===== src/rtl/adder_disp_pkg.sv =====
// Shared types and constants for the adder / seven-segment display block.
// Holds the control FSM encoding and the active-low glyph table.
package adder_disp_pkg;

  typedef enum logic [1:0] {
    IDLE  = 2'd0,
    CONV  = 2'd1,
    HEXLD = 2'd2,
    DONE  = 2'd3
  } state_e;

  localparam int DIGITS = 4;

  localparam logic [6:0] SEG_BLANK = 7'b1111111;

  // Active-low {g,f,e,d,c,b,a}; 10..15 use the A,b,C,d,E,F glyph shapes.
  function automatic logic [6:0] seg_lut(input logic [3:0] val);
    logic [6:0] seg;
    case (val)
      4'h0:    seg = 7'b1000000;
      4'h1:    seg = 7'b1111001;
      4'h2:    seg = 7'b0100100;
      4'h3:    seg = 7'b0110000;
      4'h4:    seg = 7'b0011001;
      4'h5:    seg = 7'b0010010;
      4'h6:    seg = 7'b0000010;
      4'h7:    seg = 7'b1111000;
      4'h8:    seg = 7'b0000000;
      4'h9:    seg = 7'b0010000;
      4'hA:    seg = 7'b0001000;
      4'hB:    seg = 7'b0000011;
      4'hC:    seg = 7'b1000110;
      4'hD:    seg = 7'b0100001;
      4'hE:    seg = 7'b0000110;
      default: seg = 7'b0001110;
    endcase
    return seg;
  endfunction

endpackage


===== src/rtl/bin_to_bcd_seq.sv =====
// Sequential shift-add-3 binary to BCD converter: one bit per cycle, WIDTH+1 steps after start.
// start is accepted only while idle; done flags the cycle whose closing edge makes the final step.
module bin_to_bcd_seq
  import adder_disp_pkg::*;
#(
  parameter int WIDTH = 8
) (
  input  logic                  clk,
  input  logic                  rst,
  input  logic                  start,
  input  logic [WIDTH:0]        bin,
  output logic                  busy,
  output logic                  done,
  output logic [4*DIGITS-1:0]   bcd
);

  localparam int N  = WIDTH + 1;
  localparam int BW = 4 * DIGITS;

  logic          busy_q, busy_d;
  logic [3:0]    cnt_q, cnt_d;
  logic [N-1:0]  bin_q, bin_d;
  logic [BW-1:0] bcd_q, bcd_d;
  logic [BW-1:0] adj;
  logic          last;

  assign last = busy_q && (cnt_q == 4'(WIDTH));

  always_comb begin
    busy_d = busy_q;
    cnt_d  = cnt_q;
    bin_d  = bin_q;
    bcd_d  = bcd_q;
    adj    = bcd_q;

    // Correct every digit that would overflow past 9 once doubled.
    for (int i = 0; i < DIGITS; i++) begin
      if (adj[4*i +: 4] >= 4'd5) begin
        adj[4*i +: 4] = adj[4*i +: 4] + 4'd3;
      end
    end

    if (!busy_q) begin
      if (start) begin
        busy_d = 1'b1;
        cnt_d  = 4'd0;
        bin_d  = bin;
        bcd_d  = '0;
      end
    end else begin
      {bcd_d, bin_d} = {adj, bin_q} << 1;
      cnt_d          = cnt_q + 4'd1;
      if (last) begin
        busy_d = 1'b0;
      end
    end
  end

  always_ff @(posedge clk) begin
    if (rst) begin
      busy_q <= 1'b0;
      cnt_q  <= 4'd0;
      bin_q  <= '0;
      bcd_q  <= '0;
    end else begin
      busy_q <= busy_d;
      cnt_q  <= cnt_d;
      bin_q  <= bin_d;
      bcd_q  <= bcd_d;
    end
  end

  assign busy = busy_q;
  assign done = last;
  assign bcd  = bcd_q;

endmodule


===== src/rtl/adder_bcd_display.sv =====
// WIDTH-bit adder whose registered sum is shown on a 4-digit multiplexed active-low display.
// Result visible WIDTH+2 cycles after load (decimal) or 1 cycle (hex); load is dropped while busy.
module adder_bcd_display
  import adder_disp_pkg::*;
#(
  parameter int WIDTH        = 8,
  parameter int REFRESH_BITS = 17
) (
  input  logic             clk,
  input  logic             rst,
  input  logic [WIDTH-1:0] a,
  input  logic [WIDTH-1:0] b,
  input  logic             ci,
  input  logic             load,
  input  logic             hex_mode,
  output logic [6:0]       seg,
  output logic [3:0]       an,
  output logic             dp,
  output logic             co,
  output logic             busy,
  output logic             sum_valid
);

  localparam int SW = WIDTH + 1;
  localparam int BW = 4 * DIGITS;

  if (WIDTH < 1 || WIDTH > 12) begin : g_width_check
    $error("adder_bcd_display: WIDTH must be within 1..12");
  end

  if (REFRESH_BITS < 2) begin : g_refresh_check
    $error("adder_bcd_display: REFRESH_BITS must be at least 2");
  end

  state_e                  state_q, state_d;
  logic [SW-1:0]           sum_q, sum_d;
  logic                    busy_q, busy_d;
  logic                    sum_valid_q, sum_valid_d;
  logic [BW-1:0]           digits_q, digits_d;
  logic                    disp_hex_q, disp_hex_d;
  logic [REFRESH_BITS-1:0] scan_q, scan_d;
  logic [6:0]              seg_q, seg_d;
  logic [3:0]              an_q, an_d;
  logic                    dp_q, dp_d;

  logic [SW-1:0] sum_new;
  logic          eng_start;
  logic          eng_busy;
  logic          eng_done;
  logic [BW-1:0] eng_bcd;

  assign sum_new = {1'b0, a} + {1'b0, b} + SW'(ci);

  bin_to_bcd_seq #(
    .WIDTH (WIDTH)
  ) u_bcd (
    .clk   (clk),
    .rst   (rst),
    .start (eng_start),
    .bin   (sum_new),
    .busy  (eng_busy),
    .done  (eng_done),
    .bcd   (eng_bcd)
  );

  // Control FSM: the display registers only change on the HEXLD/DONE update edge.
  always_comb begin
    state_d     = state_q;
    sum_d       = sum_q;
    busy_d      = busy_q;
    sum_valid_d = sum_valid_q;
    digits_d    = digits_q;
    disp_hex_d  = disp_hex_q;
    eng_start   = 1'b0;

    case (state_q)
      IDLE: begin
        if (load && !eng_busy) begin
          sum_d       = sum_new;
          busy_d      = 1'b1;
          sum_valid_d = 1'b0;
          eng_start   = !hex_mode;
          state_d     = hex_mode ? HEXLD : CONV;
        end
      end
      CONV: begin
        if (eng_done) begin
          state_d = DONE;
        end
      end
      HEXLD: begin
        digits_d    = BW'(sum_q);
        disp_hex_d  = 1'b1;
        busy_d      = 1'b0;
        sum_valid_d = 1'b1;
        state_d     = IDLE;
      end
      DONE: begin
        digits_d    = eng_bcd;
        disp_hex_d  = 1'b0;
        busy_d      = 1'b0;
        sum_valid_d = 1'b1;
        state_d     = IDLE;
      end
      default: state_d = IDLE;
    endcase
  end

  logic [1:0] idx;
  logic [1:0] msd;
  logic [3:0] cur;
  logic       blank;

  // Scan mux: an and seg come from the same counter sample and are registered together.
  always_comb begin
    scan_d = scan_q + REFRESH_BITS'(1);
    idx    = scan_q[REFRESH_BITS-1 -: 2];
    cur    = digits_q[{idx, 2'b00} +: 4];

    msd = 2'd0;
    for (int i = 1; i < DIGITS; i++) begin
      if (digits_q[4*i +: 4] != 4'd0) begin
        msd = 2'(i);
      end
    end

    blank = !disp_hex_q && (idx > msd);
    seg_d = blank ? SEG_BLANK : seg_lut(cur);
    an_d  = ~(4'b0001 << idx);
    dp_d  = !(disp_hex_q && (idx == 2'd0));
  end

  always_ff @(posedge clk) begin
    if (rst) begin
      state_q     <= IDLE;
      sum_q       <= '0;
      busy_q      <= 1'b0;
      sum_valid_q <= 1'b0;
      digits_q    <= '0;
      disp_hex_q  <= 1'b0;
      scan_q      <= '0;
      seg_q       <= SEG_BLANK;
      an_q        <= 4'b1111;
      dp_q        <= 1'b1;
    end else begin
      state_q     <= state_d;
      sum_q       <= sum_d;
      busy_q      <= busy_d;
      sum_valid_q <= sum_valid_d;
      digits_q    <= digits_d;
      disp_hex_q  <= disp_hex_d;
      scan_q      <= scan_d;
      seg_q       <= seg_d;
      an_q        <= an_d;
      dp_q        <= dp_d;
    end
  end

  assign seg       = seg_q;
  assign an        = an_q;
  assign dp        = dp_q;
  assign co        = sum_q[WIDTH];
  assign busy      = busy_q;
  assign sum_valid = sum_valid_q;

endmodule


===== config.mk =====
export PLATFORM = sky130hd
export DESIGN_NAME = adder_bcd_display
export DESIGN_NICKNAME = d
export VERILOG_FILES = /design/src/rtl/adder_disp_pkg.sv /design/src/rtl/bin_to_bcd_seq.sv /design/src/rtl/adder_bcd_display.sv
export SDC_FILE = /design/constraint.sdc
export NUM_CORES = 1
export LEC_CHECK = 0
export BUFFER_PORTS_ARGS = -buffer_cell sky130_fd_sc_hd__buf_2
export CELL_PAD_IN_SITES_DETAIL_PLACEMENT = 1
export CELL_PAD_IN_SITES_GLOBAL_PLACEMENT = 1
export CORE_MARGIN = 5
export CORE_UTILIZATION = 46
export DETAILED_ROUTE_END_ITERATION = 10
export PLACE_DENSITY = 0.87
export SLEW_MARGIN = 20
export SYNTH_ARGS = -nofsm -noshare
export SYNTH_HDL_FRONTEND = slang
export SYNTH_SLANG_ARGS = --single-unit

===== constraint.sdc =====
create_clock -name clk -period 2.75 [get_ports clk]
set_clock_uncertainty 0.1 [all_clocks]
set_input_delay 0.275 -clock clk [delete_from_list [all_inputs] [get_ports clk]]
set_output_delay 0.275 -clock clk [all_outputs]
set_load 0.005 [all_outputs]

==> out/results.md <==
| Stage | Metric | Reported |
|:---|:---|:---|
| outcome | Run status | completed |
| cts | Post-CTS Hold Buffers | 0 |
| power and ir drop | Sw frac | 28.69% |
| cells and area | Antenna diode instance count | 0 |
| logic synthesis | Average footprint of a synthesized cell | 8.871 sq um |
| worst setup path | Data required time of the critical path | 2880 ps |
| sta | Pins over their slew limit | 0 |
| logic synthesis | Register area share after synthesis | 41.24% |
| placement | Post-detail-place hpwl | 7608 um |
| detailed routing | Post-detailed-route via-to-cell ratio | 5.616 |
| power and ir drop | Clock share of power | 32.9% |
| cts | Number of buffers added by the clock tree synthesis step | 9 |
| power and ir drop | Total design power | 0.002611 W |
| power and ir drop | Worst IR Drop VDD | 0.0003298 V |
| cells and area | Nets | 563 |
| power and ir drop | Net switching power of the design | 0.0007492 W |
| power and ir drop | Part of the power in combinational logic | 13.9% |
| worst setup path | Maximum fanout encountered on the critical timing path | 7 |
| floorplanning | Effective utilization at floorplan | 46.98% |
| worst setup path | Classification of the worst setup path | flip-flop to flip-flop |
| logic synthesis | Number of enable-type register cells in the synthesized netlist | 0 |
| floorplanning | Std-Cell Rows | 35 |
| sta | Final Hold Fails | 0 |
| global route | Global route overflow | 0 |
| sta | Worst slew margin | 59.39% |
| logic synthesis | Most area-hungry cell type in the Yosys netlist | dfxtp_1 |
| logic synthesis | Async S/R FF share, synth | 0% |
| sta | Time the worst path needs with I/O delays and setup | 2326 ps |
| logic synthesis | Commonest register cell after synthesis | dfxtp_1 |
| logic synthesis | Cells taking the most area after synthesis | dfxtp_1, ha_1, nor2_1, a21oi_1, nand2_1 |
| cts | Max Root-Sink Buffers | 2 |
| detailed routing | TritonRoute pass-1 iters | 4 |
| worst setup path | Critical Path Sink Type | flip-flop |
| power and ir drop | Power per unit of standard cell area | 548.3 nW/um^2 |
| detailed routing | DRC violations left | 0 |
| floorplanning | Area enclosed by the die boundary | 11430 sq um |
| detailed routing | Antenna-violating nets left | 0 |
| cts | Worst-path clk slew | 100 ps |
| global route | Global-route wire length before repair | 17680 um |
| cells and area | Count of filler cells inserted in the layout | 1091 |
| cts | Total number of H-tree levels | 3 |
| cts | Post-cts repair resize count | 0 |
| floorplanning | Floorplan Core Area | 9196 sq um |
| cells and area | Highest-count cells in the layout ignoring fill and taps | dfxtp_1, nor2_1, nand2_1, a21oi_1, buf_2 |
| logic synthesis | Instance count of the mapped netlist | 487 |
| detailed routing | Routed length per placed instance | 16.33 um |
| cts | Clock sink total | 89 |
| sta | Number of failing setup endpoints in the final timing report | 0 |
| logic synthesis | Post-synthesis cell area | 4320 sq um |
| logic synthesis | Number of distinct standard cells referenced by the synthesized netlist | 53 |
| global route | Total global routing track utilization | 19.06% |
| placement | Number of I/O port buffers | 35 |
| worst setup path | Register-to-register path setup slack | 420 ps |
| sta | Final period utilization | 84.58% |
| worst setup path | Data arrival, critical path | 2450 ps |
| cts | CTS root buffer | clkbuf_8 |
| global route | Vias in the first global route | 3742 |
| cells and area | Synth-to-Final Area Change | 10.22% |
| sta | RSZ-0062 raised after global routing | false |
| detailed routing | Total wire length | 10290 um |
| detailed routing | Number of design-rule violations left by the first detailed-router iteration | 140 |
| global route | Antenna violations before repair | 0 |
| placement | Routability congestion estimate from global placement | 0.7915 |
| power and ir drop | Sequential power share | 53.1% |
| floorplanning | Floorplan die width | 106.9 um |
| sta | Setup tns final | 0 ps |
| logic synthesis | Post-synth top area share | 41.24% |
| worst setup path | Element type at the critical path start | flip-flop |
| run | Count of max-cap constraint violations | 0 |
| sta | Peak Freq | 429.9 MHz |
| cells and area | Fraction of final layout cells sized beyond drive strength 1 | 13.10% |
| min path | Worst hold-check path type | primary input to flip-flop |
| cts | Post-CTS Setup Repair Bufs | 0 |
| logic synthesis | Flip-flop and latch count after synthesis | 89 |
| logic synthesis | Synth Warn # | 0 |
| detailed routing | Routed via count | 3538 |
| sta | Transition at the pin with the smallest max-transition slack | 603.6 ps |
| logic synthesis | Post-Syn Nets | 536 |
| floorplanning | Boundary pin count | 36 |
| power and ir drop | Total leakage power | 1.812 nW |
| cts | Worst-skew pair later-pin latency | 370 ps |
| floorplanning | Die Ht | 106.9 um |
| power and ir drop | Internal power contribution | 0.001862 W |
| cts | Clock tree from TritonCTS | done |
| global route | Maximum number of pins on one net before global-route repair | 42 |
| cells and area | Most common cell after layout, fill and taps aside | dfxtp_1 |
==> registers in the layout, indices dropped and copies added, names as in the netlist <==
register and cells:
an 4, busy 1, digits_q 16, disp_hex_q 1, dp 1, scan_q 17, seg 7, state_q 2
sum_q 9, sum_valid 1, u_bcd.bcd 16, u_bcd.bin_q 9, u_bcd.busy 1, u_bcd.cnt_q 4
==> cells by family (layout without fill, tap and decap cells) <==
kind of cell               count (synthesis)  after routing  share of synthesized area, %
buffers and inverters                     46             78                         4.605
adders and majority gates                 28             28                         8.456
and+or+nand+nor                          178            178                         19.75
muxes                                     17             17                         5.271
DFF                                       89             89                         41.24
xor gates and xnor gates                  26             26                         5.271
AOI/OAI and AO/OA                        103            103                         15.41
==> worst paths after layout <==
| kind | start | to | cells after the start |
|---|---|---|---|
| max reg2reg | digits_q[8] | seg[4] | 7 |
| min reg2reg | disp_hex_q | dp | 1 |
| min | rst | u_bcd.bcd[15] | 4 |
| max | digits_q[8] | seg[4] | 7 |
==> worst max-delay path, cell delays in order (launching register included) <==
cell and delay, ps:
dfxtp_1 330, or4_1 570, nor2_1 150, ha_1 260
a21oi_1 140, a211oi_1 60, nor2_1 370, o221ai_1 210
==> area by class of cell <==
class                   count  area (sq um)  area share [%]
flip-flops and latches     89          1782           37.41
well taps                 111         138.9           2.916
clock inverters             6         51.30           1.077
inverters                  19         71.32           1.498
multi-input cells         352          2346           49.26
clock buffers              10         137.6           2.890
repair buffers             43         235.2           4.940
==> cell usage after synthesis, types with 4 or more instances <==
master / count
a211oi_1: 11
a21o_1: 5
a21oi_1: 35
a222oi_1: 6
a22oi_1: 6
clkbuf_1: 19
dfxtp_1: 89
ha_1: 26
inv_1: 19
mux2i_1: 13
nand2_1: 41
nand2b_1: 8
nand3_1: 20
nand3b_1: 4
nor2_1: 60
nor2b_1: 9
nor3_1: 11
o211ai_1: 5
o21ai_0: 18
o221ai_1: 4
xnor2_1: 14
xor2_1: 12
==> through the flow <==
step / instances / worst slack [ps] / area [sq um] / hold slack, ps / utilization, %
2_1_floorplan: 487 / 423.5 / 4320 / 279.9 / -
3_3_place_gp: 614 / 197.4 / 4573 / 309.0 / 49.73
3_5_place_dp: 614 / 150.9 / 4573 / 323.9 / 49.73
4_1_cts: 630 / 408.8 / 4762 / 185.3 / 51.78
5_1_grt: 630 / 245.6 / 4762 / 211.4 / 51.78
6_report: 630 / 424.1 / 4762 / 190.4 / 51.78
==> power by group through the flow <==
stage | registers [W] | logic [W] | clock network, W
floorplan | 0.00141 | 0.000252 | 0
global placement | 0.00141 | 0.000347 | 0
detailed placement | 0.00142 | 0.000364 | 0
CTS | 0.00139 | 0.000368 | 0.000887
global route | 0.00140 | 0.000406 | 0.000952
finish | 0.00139 | 0.000364 | 0.000860
==> layer usage <==
layer	track usage, %	part of all wire (%)	up-vias
li1	-	-	1756
met1	22.50	45	1715
met2	34.58	51	55
met3	3.612	2.8	12
met4	6.301	1.7	0
met5	0	0	-
Note: power is estimated with default switching activity, not from simulation.
